File: config.mk
export PLATFORM = sky130hd
export DESIGN_NAME = comparator_serial_bdeduffy
export DESIGN_NICKNAME = d
export VERILOG_FILES = /design/src/rtl/comparator_serial_bdeduffy_pkg.sv /design/src/rtl/comparator_serial_bdeduffy_cmp_digit.sv /design/src/rtl/comparator_serial_bdeduffy.sv
export SDC_FILE = /design/constraint.sdc
export NUM_CORES = 1
export LEC_CHECK = 0
export CAP_MARGIN = 25
export CELL_PAD_IN_SITES_DETAIL_PLACEMENT = 0
export CELL_PAD_IN_SITES_GLOBAL_PLACEMENT = 1
export CORE_ASPECT_RATIO = 1.75
export CORE_MARGIN = 3
export CORE_UTILIZATION = 30
export CTS_CLUSTER_DIAMETER = 40
export CTS_CLUSTER_SIZE = 28
export DETAILED_ROUTE_END_ITERATION = 8
export PLACE_DENSITY = 0.65
export SLEW_MARGIN = 25
export SYNTH_ARGS = -nofsm -noshare
export SYNTH_HDL_FRONTEND = slang
export SYNTH_HIERARCHICAL = 1
export SYNTH_SLANG_ARGS = --single-unit
export TNS_END_PERCENT = 1
File: constraint.sdc
create_clock -name clk -period 3.6 [get_ports clk]
set_input_delay 0.54 -clock clk [delete_from_list [all_inputs] [get_ports clk]]
set_output_delay 0.54 -clock clk [all_outputs]
set_load 0.01 [all_outputs]
File: src/rtl/comparator_serial_bdeduffy_pkg.sv
// rtl/comparator_serial_bdeduffy_pkg.sv - shared FSM encodings and sizing helper for the serial comparator
package comparator_serial_bdeduffy_pkg;

    typedef enum logic [1:0] {
        IDLE = 2'd0,
        CMP  = 2'd1,
        DONE = 2'd2
    } state_t;

    // Ceiling log2 for sizing the digit index and the cycles counter
    function automatic int clog2(input int value);
        int result;
        result = 0;
        while ((1 << result) < value) begin
            result = result + 1;
        end
        return result;
    endfunction

endpackage

File: src/rtl/comparator_serial_bdeduffy_cmp_digit.sv
// rtl/comparator_serial_bdeduffy_cmp_digit.sv - combinational unsigned compare of one digit
module comparator_serial_bdeduffy_cmp_digit #(
    parameter int DIGIT = 2
) (
    input  logic [DIGIT-1:0] digA,
    input  logic [DIGIT-1:0] digB,
    output logic             gt,
    output logic             lt
);

    // Plain magnitude compare; sign handling happens upstream by MSB inversion
    always_comb begin
        gt = (digA > digB);
        lt = (digA < digB);
    end

endmodule

File: src/rtl/comparator_serial_bdeduffy.sv
// rtl/comparator_serial_bdeduffy.sv - MSB-first digit-serial magnitude comparator with six registered flags
module comparator_serial_bdeduffy
    import comparator_serial_bdeduffy_pkg::*;
#(
    parameter int WIDTH      = 8,
    parameter int DIGIT      = 2,
    parameter int EARLY_EXIT = 1
) (
    input  logic                              clk,
    input  logic                              rst,
    input  logic                              start,
    input  logic                              sgn,
    input  logic [WIDTH-1:0]                  valA,
    input  logic [WIDTH-1:0]                  valB,
    output logic                              busy,
    output logic                              done,
    output logic                              aGTb,
    output logic                              aGEb,
    output logic                              aLTb,
    output logic                              aLEb,
    output logic                              aEQb,
    output logic                              aNEb,
    output logic [clog2(WIDTH/DIGIT):0]       cycles
);

    localparam int N    = WIDTH / DIGIT;
    localparam int IDXW = clog2(N) + 1;
    localparam logic [WIDTH-1:0] MSB_MASK = {1'b1, {(WIDTH-1){1'b0}}};

    state_t            state;
    state_t            nextState;
    logic [WIDTH-1:0]  opA;
    logic [WIDTH-1:0]  opB;
    logic              gt;
    logic              lt;
    logic [IDXW-1:0]   idx;
    logic [DIGIT-1:0]  digA;
    logic [DIGIT-1:0]  digB;
    logic              digGt;
    logic              digLt;
    logic              newGt;
    logic              newLt;
    logic              lastDigit;
    logic              decided;

    // Digit mux: idx 0 selects the most-significant DIGIT bits
    always_comb begin
        digA = DIGIT'(opA >> (DIGIT * (N - 1 - int'(idx))));
        digB = DIGIT'(opB >> (DIGIT * (N - 1 - int'(idx))));
    end

    comparator_serial_bdeduffy_cmp_digit #(
        .DIGIT (DIGIT)
    ) uCmpDigit (
        .digA (digA),
        .digB (digB),
        .gt   (digGt),
        .lt   (digLt)
    );

    // First unequal digit wins; later digits never overwrite the verdict
    always_comb begin
        newGt     = gt | (~gt & ~lt & digGt);
        newLt     = lt | (~gt & ~lt & digLt);
        lastDigit = (idx == IDXW'(N - 1));
        decided   = lastDigit | ((EARLY_EXIT != 0) & (newGt | newLt));
    end

    // State register
    always_ff @(posedge clk) begin
        if (rst) begin
            state <= IDLE;
        end else begin
            state <= nextState;
        end
    end

    // Next-state logic
    always_comb begin
        nextState = state;
        case (state)
            IDLE:    if (start) nextState = CMP;
            CMP:     if (decided) nextState = DONE;
            DONE:    nextState = IDLE;
            default: nextState = IDLE;
        endcase
    end

    // Operand latch, digit walk and flag registration on entry to DONE
    always_ff @(posedge clk) begin
        if (rst) begin
            opA    <= '0;
            opB    <= '0;
            gt     <= 1'b0;
            lt     <= 1'b0;
            idx    <= '0;
            cycles <= '0;
            aGTb   <= 1'b0;
            aGEb   <= 1'b0;
            aLTb   <= 1'b0;
            aLEb   <= 1'b0;
            aEQb   <= 1'b0;
            aNEb   <= 1'b0;
        end else begin
            case (state)
                IDLE: begin
                    if (start) begin
                        opA <= sgn ? (valA ^ MSB_MASK) : valA;
                        opB <= sgn ? (valB ^ MSB_MASK) : valB;
                        gt  <= 1'b0;
                        lt  <= 1'b0;
                        idx <= '0;
                    end
                end
                CMP: begin
                    gt <= newGt;
                    lt <= newLt;
                    if (decided) begin
                        cycles <= idx + 1'b1;
                        aGTb   <= newGt;
                        aLTb   <= newLt;
                        aEQb   <= ~newGt & ~newLt;
                        aNEb   <= newGt | newLt;
                        aGEb   <= ~newLt;
                        aLEb   <= ~newGt;
                    end else begin
                        idx <= idx + 1'b1;
                    end
                end
                default: begin
                end
            endcase
        end
    end

    assign busy = (state != IDLE);
    assign done = (state == DONE);

endmodule

Word-level counts from Yosys, hierarchy flattened --
Index checks and enable logic that the tools add are counted.
Cells by class: $add $sub $neg 2, $mul 0, divide/modulo/power cells 0, magnitude comparators 2, eq/ne operators 6, shift-type cells 2, multiplexer cells 11, bitwise gates (word level) 14, reduce and logical (&&, ||, !) cells 8
Operators by type and width (number):
- $shr A8 B32 Y2 | 2
- $mux W8 | 2
- $reduce_and A2 Y1 | 4
- $mux W3 | 2
- $ne A2 B2 Y1 const B | 3
- $not A1 Y1 | 6
- $pmux W3 S2 | 1
- $and A1 B1 Y1 | 4
- $mux W2 | 2
- $or A1 B1 Y1 | 4
- $pmux W1 S2 | 2
- $pmux W2 S2 | 1
- $reduce_bool A2 Y1 | 2
- $sub A2 B3 Y4 const A | 1
- $add A3 B1 Y3 const B | 1
- $eq A3 B2 Y1 const B | 1
- $reduce_and A3 Y1 | 1
- $eq A2 B1 Y1 const B | 1
- $eq A2 B2 Y1 const B | 1
- $gt A2 B2 Y1 | 1
- $logic_not A2 Y1 | 1
- $lt A2 B2 Y1 | 1
- $mux W1 | 1
Word-level totals: register bits 32, latch bits 0, bits in writable memories 0, memory bits (read-only) 0, output and inout bits 11, logic and storage cells 58, memories 0

Depth between registers and ports, before layout --
depth in word-level cells 9, depth in mapped cells 10, mapped depth without buffers 9

Modules after synthesis --
The synthesis kept the hierarchy.
By module, submodules not included:
- comparator_serial_bdeduffy | times used 1, cells an instance 153, area each 1465.2 µm²
- comparator_serial_bdeduffy_cmp_digit | times used 1, cells an instance 7, area each 65.1 µm²

Least setup slack after synthesis --
No wires, ideal clock.
kind reg2reg, start point register idx[0], end point register cycles[0], arrival 2467 ps, data required time 3479 ps, path slack 1011 ps, stages on the path, launching flop included 10, buffers on the path 1, period minus slack after synthesis 2589 ps, cell sequence dfxtp_1 -> buf_2 -> mux4_2 -> and2_1 -> ha_1 -> nor2b_4 -> a2bb2oi_2 -> nor3_4 -> a21o_2 -> mux2_4
Between the ends: longest elaborated chain between the ends 8, elaborated cells on any way between the ends 14
RTL lines:
- from (decl) | RTL line comparator_serial_bdeduffy.sv:36 | logic [IDXW-1:0] idx;
- from (signal assigned) | RTL line comparator_serial_bdeduffy.sv:127 | idx <= idx + 1'b1;
- $sub A2 B3 Y4 | RTL line comparator_serial_bdeduffy.sv:48 | digA = DIGIT'(opA >> (DIGIT * (N - 1 - int'(idx))));
- $shr A8 B32 Y2 | RTL line comparator_serial_bdeduffy.sv:48
- net digA[1] | RTL line comparator_serial_bdeduffy.sv:37 | logic [DIGIT-1:0] digA;
- $gt A2 B2 Y1 | RTL line comparator_serial_bdeduffy_cmp_digit.sv:13 | gt = (digA > digB);
- net digGt | RTL line comparator_serial_bdeduffy.sv:39 | logic digGt;
- $and A1 B1 Y1 | RTL line comparator_serial_bdeduffy.sv:63 | newGt = gt | (~gt & ~lt & digGt);
- $or A1 B1 Y1 | RTL line comparator_serial_bdeduffy.sv:63
- $or A1 B1 Y1 (2 in series) | RTL line comparator_serial_bdeduffy.sv:66 | decided = lastDigit | ((EARLY_EXIT != 0) & (newGt | newLt));
- $reduce_and A2 Y1 (no line)
- to (signal assigned) | RTL line comparator_serial_bdeduffy.sv:119 | cycles <= idx + 1'b1;
- to (decl) | RTL line comparator_serial_bdeduffy.sv:23 | output logic [clog2(WIDTH/DIGIT):0] cycles
The timed path passes the listed nets, and every way through them passes these cells. A chain may end at the register's enable or synchronous reset.

Worst setup path after layout --
Ends and elaborated chain as after synthesis.

==> run_results.csv <==
group,metric,value,unit
routing,ant_nets,0,
global_route,groute.usage.overall,0.1216,
layout,final_cell_count_no_fill,242,
place,port_buffers,30,
critical_path,arrival,2.91,ns
sta,worst_clock_skew,0.008873,ns
sta,setup-violations-final,0,
sta,final-max-slew-violation-count,0,
critical_path,crit_fanout,7,
die,floorplan.io_pins,31,
routing,wl_per_cell,13.23,microns
critical_path,critical_path.reg2reg.endpoint,"cycles[0]",
die,chipHeight,100.5,microns
layout,layout-drive-gt1-share,0.1421,
synth,warnings_synthesis,6,
global_route,grt_max_degree,21,
status,status,"complete, no violations",
routing,drt_first_iter_violations,17,
power,netSwitchingPower,0.3203,mW
sta,final_min_period_over_clock_period,0.7616,
synth,syn_avg_cell_area,9.564,sq um
critical_path,setup.reg_to_reg.worst_slack,0.86,ns
cts,cts_root_buffer,"sky130_fd_sc_hd__clkbuf_8",
cts,ctsHtreeMaxLevel,2,
global_route,antenna_found_initial,0,
layout,area_growth,28.70,%
layout,n_antenna_cell,0,
layout,nNetsFinal,213,
synth,syn_area,1530,sq um
synth,syn-instance-count,160,
synth,synthDistinctLibCells,38,
power,sw_share,0.2843,
cts,max-clock-path-buffers,2,
place,post-dp-hpwl,2482,microns
sta,worst_pin_slew,0.7577,ns
routing,total_number_of_vias,1173,
power,seqPwrFrac,0.384,
min_path,hold_path_class,"reg2reg",
die,initial_core_util,0.3195,
critical_path,worstSetupEndpointType,"flip-flop",
global_route,first_global_vias,1244,
synth,ys_seq_elements,32,
power,power.internal,0.8066,mW
die,coreArea,4790,sq um
critical_path,timing.setup.critical_path_class,"reg2reg",
power,power.density,572.2,nW/um^2
place,finalWeightedCongestion,0.7206,
cts,cts.repair.resized,0,
critical_path,rr_startpoint,"idx[0]",
cts,tritoncts.num_buffers,5,
place,place.detailed.instances,234,
cts,clock_sink_count,32,
global_route,overflow,0,
cts,post_cts_setup_repair_buffer_count,0,
sta,timing.final.hold_violations,0,
sta,timing.fmax,0.3647,GHz
critical_path,crit_required,3.77,ns
routing,detail_route.drc_violations,0,
critical_path,startpoint_type,"flip-flop",
critical_path,timing.reg2reg.worst_path_depth,8,
die,dieWidth,59.99,microns
sta,setup_repair_after_global_routing_missed_its_margin,"false",
critical_path,startpoint,"idx[0]",
cts,cts_hold_buf,0,
routing,routed_via_density,4.847,
routing,route.final.wire_length,3201,microns
cts,tritoncts_clock_tree,"done",
sta,timing.max_slew.rel_slack,0.4938,
power,p_clk_frac,0.331,
die,fp.dieArea,6027,sq um
routing,drtPass1Iterations,4,
global_route,grt_first_pass_wirelength,5464,microns
run,timing.max_cap.violations,0,
power,ir_drop,293.4,uV
cts,cts.reportedPaths.clkPinSlew,0.07,ns
power,p_comb_frac,0.286,
cts,insertion_delay,0.28,ns
power,static_leakage,0.7450,nW
synth,post_synthesis_net_count,184,
die,fp-row-count,33,
layout,num-fill-cells,503,
sta,setup-tns-final,0,ns
synth,synth.yosys.seq_area_share,0.4186,
critical_path,worstSetupEndpoint,"cycles[0]",
sta,min_period,2.742,ns
-- how the worst min path moves through the flow --
stage	depth (start not counted)	endpoint	from	slack, ns
after global routing	2	aLTb	aLTb	0.49
after CTS	2	aLTb	aLTb	0.46
final	2	opB[0]	opB[0]	0.46
after detailed placement	2	aLTb	aLTb	0.45
after global placement	2	opB[4]	opB[4]	0.44
after floorplan	2	opA[2]	opA[2]	0.43
-- cells in the mapped netlist (all sizes together) --
cell	count	area [sq um]
mux4	4	90.09
nand3b	1	7.510
a22oi	1	21.27
a21oi	20	100.1
a211oi	4	30.03
o21a	2	15.01
nor4	1	12.51
clkbuf	1	3.750
dfxtp	32	640.6
or2	2	12.51
or3b	1	8.760
ha	4	50.05
and2	4	25.02
or3	2	12.51
a2111oi	1	8.760
nor3	2	21.27
inv	5	18.77
a21o	1	8.760
buf	9	68.81
nand3	1	17.52
o21ai	2	10.01
nand2b	5	31.28
mux2i	4	40.04
a2bb2oi	1	15.01
nand2	29	108.9
nor2b	6	45.04
o22ai	1	6.260
xnor2	2	17.52
mux2	2	30.03
nor2	7	28.78
nor3b	2	15.01
o41ai	1	8.760
-- layout make-up --
cell class | instances | area, sq um | area share
Multi-Input combinational cell | 113 | 803.3 | 0.4079
Tap cell | 52 | 65.06 | 0.03304
Inverter | 5 | 18.77 | 0.009530
Clock inverter | 1 | 30.03 | 0.01525
Sequential cell | 32 | 640.6 | 0.3253
Clock buffer | 7 | 96.34 | 0.04892
Timing Repair Buffer | 32 | 315.3 | 0.1601
-- critical path, cell delays in order, from the launching register on --
cell	delay, ns
sky130_fd_sc_hd__dfxtp_1	0.52
sky130_fd_sc_hd__mux4_2	0.54
sky130_fd_sc_hd__and2_1	0.17
sky130_fd_sc_hd__ha_1	0.31
sky130_fd_sc_hd__nor2b_4	0.14
sky130_fd_sc_hd__a2bb2oi_2	0.15
sky130_fd_sc_hd__nor3_4	0.28
sky130_fd_sc_hd__a21o_2	0.22
sky130_fd_sc_hd__mux2_4	0.30
-- registers in the layout (all words and copies together), names as in the netlist, 2 cells and up --
signal,cells
opA,8
opB,8
cycles,3
idx,3
state,2
-- cell usage in the layout, fill, tap and decap left out, drive strengths merged, types with 5 or more instances in the layout --
| master | n |
|---|---|
| a21oi | 20 |
| inv | 5 |
| clkbuf | 7 |
| nand2 | 29 |
| nand2b | 5 |
| nor2 | 7 |
| dfxtp | 32 |
| nor2b | 6 |
| clkdlybuf4s50 | 30 |
-- power groups by stage --
stage	registers [mW]	clock network [mW]	logic, mW
final	0.432	0.372	0.322
after global routing	0.439	0.399	0.355
after CTS	0.434	0.387	0.327
after detailed placement	0.442	0	0.325
after global placement	0.440	0	0.322
after floorplan	0.434	0	0.239
-- kinds of logic (layout without fill, tap and decap cells) --
kind of cell | after synthesis | count (layout) | synth area share
simple gates | 63 | 63 | 0.2265
flops | 32 | 32 | 0.4186
buf+inv | 15 | 45 | 0.05968
xor+xnor | 2 | 2 | 0.01145
compound gates | 34 | 34 | 0.1464
mux | 10 | 10 | 0.1047
fa+ha+maj | 4 | 4 | 0.03271
-- through the flow --
stage          cell area [sq um]  setup slack (ns)  hold WS [ns]    util  power, mW
2_1_floorplan               1530             1.011        0.4331       -     0.6732
3_3_place_gp                1843            0.8799        0.4444  0.3848     0.7617
3_5_place_dp                1843            0.8411        0.4495  0.3848     0.7668
4_1_cts                     1969            0.8234        0.4603  0.4112      1.148
5_1_grt                     1969            0.6967        0.4874  0.4112      1.193
6_report                    1969            0.8582        0.4555  0.4112      1.127
-- layer usage --
layer	track usage	part of all wire	up-vias
met4	0.06143	0.015	0
li1	-	-	608
met5	0	0	-
met2	0.2142	0.54	24
met1	0.1205	0.40	537
met3	0.04231	0.039	4
(Power assumes the default switching activity.)
